==> config.mk <==
export PLATFORM = sky130hd
export DESIGN_NAME = row_cache_ctrl
export DESIGN_NICKNAME = d
export VERILOG_FILES = /design/src/rtl/row_cache_ctrl.sv
export SDC_FILE = /design/constraint.sdc
export NUM_CORES = 2
export LEC_CHECK = 0
export ABC_AREA = 1
export BUFFER_PORTS_ARGS = -buffer_cell sky130_fd_sc_hd__buf_4
export CORE_MARGIN = 1.5
export CORE_UTILIZATION = 44
export DETAILED_ROUTE_END_ITERATION = 12
export SKIP_LAST_GASP = 1
export SLEW_MARGIN = 20
export SYNTH_ARGS = -nofsm -noshare
export SYNTH_HDL_FRONTEND = slang
export SYNTH_SLANG_ARGS = --single-unit
==> constraint.sdc <==
create_clock -name clk -period 4.5 [get_ports clk]
set_clock_uncertainty 0.2 [all_clocks]
set_input_delay 0.225 -clock clk [delete_from_list [all_inputs] [get_ports clk]]
set_output_delay 0.225 -clock clk [all_outputs]
set_load 0.005 [all_outputs]
==> src/rtl/row_cache_ctrl.sv <==
// Per-bank row-cache controller: fully-associative tag lookup on ACT, victim
// writeback and fill through the backing-memory port, halt while a miss is in flight.
module row_cache_ctrl #(
    parameter int unsigned ROWWIDTH  = 17,
    parameter int unsigned SLOTWIDTH = 5
) (
    input  logic                 clk,
    input  logic                 reset_n,
    input  logic                 act,
    input  logic [ROWWIDTH-1:0]  row,
    input  logic                 wr,
    input  logic                 pre,
    output logic [SLOTWIDTH-1:0] slot,
    output logic                 slot_valid,
    output logic                 halt,
    output logic                 mem_req_valid,
    input  logic                 mem_req_ready,
    output logic                 mem_req_we,
    output logic [ROWWIDTH-1:0]  mem_req_row,
    output logic [SLOTWIDTH-1:0] mem_req_slot,
    input  logic                 mem_done
);

    localparam int unsigned SLOTS = 1 << SLOTWIDTH;

    typedef enum logic [2:0] {
        S_IDLE,
        S_WB_REQ,
        S_WB_WAIT,
        S_FILL_REQ,
        S_FILL_WAIT
    } state_t;

    state_t                r_state;
    state_t                w_state_nxt;

    logic [SLOTS-1:0]      r_valid;
    logic [SLOTS-1:0]      r_dirty;
    logic [ROWWIDTH-1:0]   r_tag [SLOTS];
    logic [SLOTWIDTH-1:0]  r_rr_ptr;
    logic [SLOTWIDTH-1:0]  r_victim;
    logic [ROWWIDTH-1:0]   r_new_row;

    logic [SLOTWIDTH-1:0]  r_slot;
    logic                  r_slot_valid;
    logic                  r_halt;
    logic                  r_mem_req_valid;
    logic                  r_mem_req_we;
    logic [ROWWIDTH-1:0]   r_mem_req_row;
    logic [SLOTWIDTH-1:0]  r_mem_req_slot;

    logic                  w_hit;
    logic [SLOTWIDTH-1:0]  w_hit_idx;
    logic                  w_has_free;
    logic [SLOTWIDTH-1:0]  w_free_idx;
    logic [SLOTWIDTH-1:0]  w_victim;
    logic                  w_wr_mark;
    logic                  w_victim_dirty;

    logic                  w_miss;
    logic                  w_hit_act;
    logic                  w_pre_close;
    logic                  w_wb_done;
    logic                  w_fill_done;
    logic                  w_req_valid_nxt;
    logic                  w_req_we_nxt;
    logic [ROWWIDTH-1:0]   w_req_row_nxt;
    logic [SLOTWIDTH-1:0]  w_req_slot_nxt;

    // Tag match and lowest-index free entry
    always_comb begin
        w_hit      = 1'b0;
        w_hit_idx  = '0;
        w_has_free = 1'b0;
        w_free_idx = '0;
        for (int i = 0; i < int'(SLOTS); i++) begin
            if (r_valid[i] && (r_tag[i] == row)) begin
                w_hit     = 1'b1;
                w_hit_idx = SLOTWIDTH'(i);
            end
            if (!w_has_free && !r_valid[i]) begin
                w_has_free = 1'b1;
                w_free_idx = SLOTWIDTH'(i);
            end
        end
    end

    // A same-cycle write lands before the victim's dirty bit is examined
    assign w_victim       = w_has_free ? w_free_idx : r_rr_ptr;
    assign w_wr_mark      = (r_state == S_IDLE) && wr && r_slot_valid;
    assign w_victim_dirty = r_valid[w_victim] &&
                            (r_dirty[w_victim] || (w_wr_mark && (r_slot == w_victim)));

    always_ff @(posedge clk or negedge reset_n) begin
        if (!reset_n) begin
            r_state <= S_IDLE;
        end else begin
            r_state <= w_state_nxt;
        end
    end

    always_comb begin
        w_state_nxt = r_state;
        w_miss      = 1'b0;
        w_hit_act   = 1'b0;
        w_pre_close = 1'b0;
        w_wb_done   = 1'b0;
        w_fill_done = 1'b0;
        case (r_state)
            S_IDLE: begin
                if (act) begin
                    if (w_hit) begin
                        w_hit_act = 1'b1;
                    end else begin
                        w_miss      = 1'b1;
                        w_state_nxt = w_victim_dirty ? S_WB_REQ : S_FILL_REQ;
                    end
                end else if (pre) begin
                    w_pre_close = 1'b1;
                end
            end
            S_WB_REQ: begin
                if (mem_req_ready) w_state_nxt = S_WB_WAIT;
            end
            S_WB_WAIT: begin
                if (mem_done) begin
                    w_wb_done   = 1'b1;
                    w_state_nxt = S_FILL_REQ;
                end
            end
            S_FILL_REQ: begin
                if (mem_req_ready) w_state_nxt = S_FILL_WAIT;
            end
            S_FILL_WAIT: begin
                if (mem_done) begin
                    w_fill_done = 1'b1;
                    w_state_nxt = S_IDLE;
                end
            end
            default: w_state_nxt = S_IDLE;
        endcase

        w_req_valid_nxt = (w_state_nxt == S_WB_REQ) || (w_state_nxt == S_FILL_REQ);
        w_req_we_nxt    = (w_state_nxt == S_WB_REQ);
        w_req_row_nxt   = r_mem_req_row;
        w_req_slot_nxt  = r_mem_req_slot;
        if (w_state_nxt == S_WB_REQ) begin
            w_req_row_nxt  = w_miss ? r_tag[w_victim] : r_mem_req_row;
            w_req_slot_nxt = w_miss ? w_victim : r_victim;
        end else if (w_state_nxt == S_FILL_REQ) begin
            w_req_row_nxt  = w_miss ? row : r_new_row;
            w_req_slot_nxt = w_miss ? w_victim : r_victim;
        end
    end

    // Tag store, miss context and registered outputs
    always_ff @(posedge clk or negedge reset_n) begin
        if (!reset_n) begin
            r_valid         <= '0;
            r_dirty         <= '0;
            r_rr_ptr        <= '0;
            r_victim        <= '0;
            r_new_row       <= '0;
            r_slot          <= '0;
            r_slot_valid    <= 1'b0;
            r_halt          <= 1'b0;
            r_mem_req_valid <= 1'b0;
            r_mem_req_we    <= 1'b0;
            r_mem_req_row   <= '0;
            r_mem_req_slot  <= '0;
            for (int i = 0; i < int'(SLOTS); i++) r_tag[i] <= '0;
        end else begin
            r_halt          <= (w_state_nxt != S_IDLE);
            r_mem_req_valid <= w_req_valid_nxt;
            r_mem_req_we    <= w_req_we_nxt;
            r_mem_req_row   <= w_req_row_nxt;
            r_mem_req_slot  <= w_req_slot_nxt;

            if (w_wr_mark) r_dirty[r_slot] <= 1'b1;
            if (w_pre_close) r_slot_valid <= 1'b0;
            if (w_hit_act) begin
                r_slot       <= w_hit_idx;
                r_slot_valid <= 1'b1;
            end
            if (w_miss) begin
                r_victim     <= w_victim;
                r_new_row    <= row;
                r_slot_valid <= 1'b0;
                if (!w_has_free) r_rr_ptr <= r_rr_ptr + SLOTWIDTH'(1);
            end
            if (w_wb_done) r_dirty[r_victim] <= 1'b0;
            if (w_fill_done) begin
                r_valid[r_victim] <= 1'b1;
                r_dirty[r_victim] <= 1'b0;
                r_tag[r_victim]   <= r_new_row;
                r_slot            <= r_victim;
                r_slot_valid      <= 1'b1;
            end
        end
    end

    assign slot          = r_slot;
    assign slot_valid    = r_slot_valid;
    assign halt          = r_halt;
    assign mem_req_valid = r_mem_req_valid;
    assign mem_req_we    = r_mem_req_we;
    assign mem_req_row   = r_mem_req_row;
    assign mem_req_slot  = r_mem_req_slot;

endmodule
* Word level (Yosys, flattened, before mapping)
Index checks and enable logic that the tools add are counted.
Cells by class: equal/unequal tests 40, multipliers 0, mux-type cells 177, divide/modulo/power cells 0, shift-type cells 0, add/sub/neg operators 1, $lt $le $gt $ge 8, bitwise operators 8, reductions and logical operators 140
Operators with widths (number):
- 544-bit bitwise mux | 1
- 17-bit equality test | 32
- 5-bit 2-to-1 mux | 66
- 17-bit 2-to-1 mux | 7
- 32-bit 2-to-1 mux | 3
- 1-bit 2-to-1 mux | 86
- 17-bit binary-select mux with 5-bit select | 1
- 17-bit demux with 5-bit select | 1
- 1-bit logical AND | 70
- 32-bit AND | 2
- 32-bit bitwise OR | 2
- 1-bit zero test | 61
- 32-bit inverter | 1
- 5-bit by 6-bit less-than comparator with 1-bit output (second input constant) | 3
- 3-bit 2-to-1 mux | 6
- 3-bit one-hot mux with 5 select lines | 1
- 6-bit greater-or-equal comparator (second input constant) | 2
- 5-bit inverter with 6-bit output | 2
- 1-bit binary-select mux with 5-bit select | 2
- 1-bit demux with 5-bit select | 2
- 5-bit by 1-bit greater-or-equal comparator with 1-bit output (second input constant) | 2
- 3-bit by 2-bit equality test with 1-bit output (second input constant) | 3
- 3-bit by 1-bit equality test with 1-bit output (second input constant) | 2
- 6-bit by 1-bit less-than comparator with 1-bit output (second input constant) | 1
- 12 further kinds | 15
Storage, ports and cells: memories kept 0, logic and storage cells 419, RAM bits 0, latch bits 0, register bits after elaboration 669, memory bits (read-only) 0, output and inout port bits 31

* Logic depth before layout (Yosys ltp)
depth after elaboration 105, depth in mapped cells 39

* Least setup slack after synthesis
No wires, ideal clock.
path type register to register, from register r_valid[0], to register r_mem_req_row[10], in the netlist mem_req_row[10], setup time 0.113 ns, slack 0.580 ns, buffers on the path 2, stages on the path, launching flop included 32, arrival time 3.607 ns, required time 4.187 ns, path through dfrtp_1 > nand2_2 > nor2_4 > nand4_2 > nor2_4 > nand4_4 > nor2_4 > nand4_2 > nor2_4 > nand4_2 > nor2_4 > nand4_4 > nor2_4 > nand4_4 > nor2_8 > nand4_4 > clkbuf_1 > nand3_1 > nand3_1 > nand3_1 > nand3_1 > nand2_1 > nand2_1 > nand2_1 > nand3_2 > nand3_1 > nand2_2 > inv_2 > buf_6 > nand3_1 > nand2_1 > inv_1
On the way: longest elaborated chain between the ends 104, elaborated cells between the ends (all ways) 186
RTL lines:
- start: declaration | line 37 | logic [SLOTS-1:0] r_valid;
- start signal: assignment | line 159 | r_valid <= '0;
- start signal: indexed assignment | line 193 | r_valid[r_victim] <= 1'b1;
- 1-bit 2-to-1 mux or 1-bit logical AND (tied branches) | line 81 | if (!w_has_free && !r_valid[i]) begin
- 1-bit 2-to-1 mux | line 81
- 1-bit zero test | line 81
- 1-bit logical AND | line 81
- 1-bit 2-to-1 mux | line 81
- 1-bit zero test | line 81
- 1-bit logical AND | line 81
- 1-bit 2-to-1 mux | line 81
- [88 not listed]
- 1-bit logical AND | line 91 | assign w_victim_dirty = r_valid[w_victim] &&
- 2-bit 2-to-1 mux | line 116 | w_state_nxt = w_victim_dirty ? S_WB_REQ : S_FILL_REQ;
- 3-bit 2-to-1 mux | line 112 | if (w_hit) begin
- 3-bit 2-to-1 mux | line 111 | if (act) begin
- 3-bit one-hot mux with 5 select lines | line 109 | case (r_state)
- 3-bit by 1-bit equality test with 1-bit output or 3-bit by 2-bit equality test with 1-bit output (tied branches) | line 147, 150
- 2-bit inequality test (no source line) or 2-bit nonzero test (tied branches)
- 2-bit AND reduction (no source line)
- end signal: assignment | line 176 | r_mem_req_row <= w_req_row_nxt;
- end: declaration | line 49 | logic [ROWWIDTH-1:0] r_mem_req_row;
Several ways; a longest one is shown, not always the timed one. The select of a mux whose other input is x is not followed. A chain may end at the register's enable or synchronous reset.

* Worst setup path in the final report
from register r_valid[3], to register r_mem_req_row[9], in the netlist mem_req_row[9]
On the way: longest elaborated chain between the ends 99, elaborated cells between the ends (all ways) 175
RTL lines (line):
- 1-bit zero test | 81
- 1-bit logical AND | 81
- 1-bit 2-to-1 mux | 81
- 1-bit zero test | 81
- 1-bit logical AND | 81
- 1-bit 2-to-1 mux | 81
- 1-bit zero test | 81
- 1-bit logical AND | 81
- [83 not listed]
- 1-bit logical AND | 91
- 2-bit 2-to-1 mux | 116
- 3-bit 2-to-1 mux | 112
- 3-bit 2-to-1 mux | 111
- 3-bit one-hot mux with 5 select lines | 109
- 3-bit by 1-bit equality test with 1-bit output or 3-bit by 2-bit equality test with 1-bit output (tied branches) | 147, 150
- 2-bit inequality test (no source line) or 2-bit nonzero test (tied branches)
- 2-bit AND reduction (no source line)
Several ways; a longest one is shown, not always the timed one. The select of a mux whose other input is x is not followed.

==> flow_summary.json <==
{
  "outcome": "finished with violations",
  "clock_sinks": 669,
  "die-width_um": 296,
  "crit_type": "flop to flop",
  "clkSlewWorstSetupHoldPaths_ps": 60,
  "synth_top_area_share": 0.443,
  "routedWlPerCell_um": 29.8,
  "reg2reg_depth": 29,
  "start_util": 0.444,
  "cpPeakStageDelay_ps": 390,
  "critPathCaptureType": "flop",
  "h-tree-depth": 3,
  "grt_max_degree": 97,
  "rsz0062_at_grt": "true",
  "firstDrtPassIters": 9,
  "syn-cell-area_sq_um": 37800,
  "globalRouteOverflowTotal": 0,
  "grt_first_pass_wirelength_mm": 262,
  "cp_max_fo": 15,
  "violations": "setup timing",
  "fin_setup_tns_ps": -1490,
  "critPathRequiredTime_ps": 4860,
  "synthCells": 5000,
  "hold_ws_ps": 31.4,
  "maxSlewHeadroom": 0.236,
  "crit_buf_inv": 3,
  "die_h_um": 296,
  "ant_nets": 0,
  "insertion_delay_ps": 670,
  "cts.path.max_buffers": 3,
  "routed_wl_mm": 187,
  "dpl.hpwl_mm": 127,
  "max_freq_ghz": 0.213,
  "drv_cap": 0,
  "post-route-util": 0.523,
  "p_sw_mw": 12.2,
  "finalHoldViolations": 0,
  "p_sw_frac": 0.452,
  "cpMaxStageDelayCell": "o21ai_0",
  "r2r_slack_ps": -190,
  "viasPerCell": 6.38,
  "syn_area_per_cell_sq_um": 7.56,
  "crit_cells": 29,
  "p_total_mw": 27.0,
  "hold_path.class": "input pin to asynchronous set/reset pin",
  "portBuffers": 54,
  "r2r_end": "mem_req_row[9]",
  "drt_iter0_drc": 6301,
  "fin_ws_ps": -188,
  "cts_tree": "yes",
  "setup_viol": 18,
  "slew_viol_final": 0,
  "drive_gt1_frac": 0.125,
  "pwr-share-clk": 0.258,
  "coreArea_sq_um": 85100,
  "cts_made_buffers": 79,
  "cp-start-kind": "flop",
  "layout_commonest_cell": "nand2_1",
  "yosysTopAreaCell": "dfrtp_1",
  "fin_nets": 5073,
  "drc": 0,
  "worst_slew_pin_slew_ps": 1140,
  "ir_worst_vdd_v": 0.000423,
  "p_leak_nw": 19.7,
  "root_buffer": "clkbuf_16",
  "first_global_vias": 36100,
  "power_frac_seq": 0.274,
  "cp_top_family": "simple AND/OR/NAND/NOR gates",
  "syn_nets": 5025,
  "synth_flop_cell": "dfrtp_1",
  "r2r-start": "r_valid[3]",
  "yosysSeqAreaShare": 0.443,
  "startpoint": "r_valid[3]",
  "synth-seq-cells": 669,
  "place_congestion": 1.07,
  "track_usage": 0.416,
  "internal-power_mw": 14.8,
  "power.density_nw_per_um2": 607,
  "ys_types": 51,
  "endpoint": "mem_req_row[9]",
  "arrival_ps": 5050,
  "layout_common_cells": "1226 x nand2_1, 822 x o21ai_0, 669 x dfrtp_1",
  "dieArea_sq_um": 87700,
  "antenna_found_initial": 6,
  "rows": 107,
  "synth-edff-count": 0,
  "fin_crit_ps": 4690,
  "synth_area_leaders": "dfrtp_1 44%, nand2_1 13%, o21ai_0 11%, inv_1 4.1%, nand3_1 3.4%",
  "ios": 55,
  "p_comb_frac": 0.468,
  "vias": 39900,
  "area_delta_synth_final_pct": 17.9,
  "async_flop_share": 1.00,
  "yosysWarnings": 0,
  "post-route-period-util": 1.04
}
-- layer usage --
metal  track usage  share of wire  up-vias
met1         0.567           0.39    19100
met2         0.583           0.40     3039
met5             0       0.000070        -
met4         0.231          0.069        2
li1              -              -    17100
met3         0.129           0.14      644
-- logic make-up after synthesis --
kind of cell,count (synthesis),synth area share
fa+ha+maj,1,0.000331
simple gates,1916,0.219
mux,1,0.000298
xor+xnor,117,0.0271
buf+inv,819,0.0856
compound gates,1477,0.225
flops,669,0.443
-- per-stage QoR --
| stage | setup WS, ps | cell area [sq um] | instances |
|---|---|---|---|
| 3_5_place_dp | -242 | 40500 | 6059 |
| 3_3_place_gp | -194 | 40500 | 6059 |
| 5_1_grt | -285 | 44500 | 6252 |
| 4_1_cts | -44.0 | 43700 | 6218 |
| 2_1_floorplan | 580 | 37800 | 5000 |
| 6_report | -188 | 44600 | 6258 |
-- power groups by stage --
stage / clock network [mW] / logic (mW) / registers, mW
after global routing: 7.22 / 13.1 / 7.47
after CTS: 6.99 / 11.2 / 7.38
after detailed placement: 0 / 10.8 / 7.48
final: 6.97 / 12.7 / 7.42
after floorplan: 0 / 5.79 / 7.18
after global placement: 0 / 10.8 / 7.49
-- area by class of cell --
cell class | count | area, sq um
diodes | 6 | 15.0
well taps | 1144 | 1430
clock buffers | 108 | 2330
repair buffers | 357 | 3760
fillers | 8357 | 40600
flip-flops and latches | 669 | 16700
inverters | 425 | 1620
clock inverters | 33 | 452
multi-input cells | 3515 | 18200
repair inverters | 1 | 5.00
-- synthesized netlist by cell type, types with 6 or more instances --
cell,number
xor2_1,77
or2_2,42
a21oi_1,127
clkbuf_1,262
a211oi_1,15
nor2_1,148
nand2_1,1270
nor4_1,81
a22o_1,29
buf_1,45
buf_6,6
o211ai_1,164
o22ai_1,204
a2111oi_0,8
clkinv_1,7
nor3_1,16
dfrtp_1,669
nand3_1,256
o2111ai_1,22
nand4_1,66
xnor2_1,40
o21ai_1,27
inv_1,414
buf_2,76
a221oi_1,36
o21ai_0,829
nor2_4,6
-- sequential cells by signal (all words and copies together) (netlist names) --
| register | flops |
|---|---|
| r_rr_ptr | 5 |
| r_tag | 544 |
| mem_req_valid | 1 |
| r_dirty | 32 |
| slot | 5 |
| slot_valid | 1 |
| mem_req_we | 1 |
| mem_req_row | 17 |
| r_victim | 5 |
| halt | 1 |
| r_new_row | 17 |
| r_state | 3 |
| mem_req_slot | 5 |
| r_valid | 32 |
-- worst min path at each step --
stage                         end  cells past startpoint
CTS                  r_new_row[4]                      4
global route        r_new_row[12]                      4
global placement       r_tag[404]                      1
floorplan                    halt                      0
finish                 r_tag[404]                      2
detailed placement     r_tag[404]                      1
-- repair_timing --
action	CTS	global route
endpoints found under the hold margin	94	0
hold buffers	8	0
pin swaps	8	48
gates cloned	5	16
endpoints found under the setup margin	17	22
gates resized for setup	29	96
setup buffers	5	19
Power figures use the tool's default switching activity.
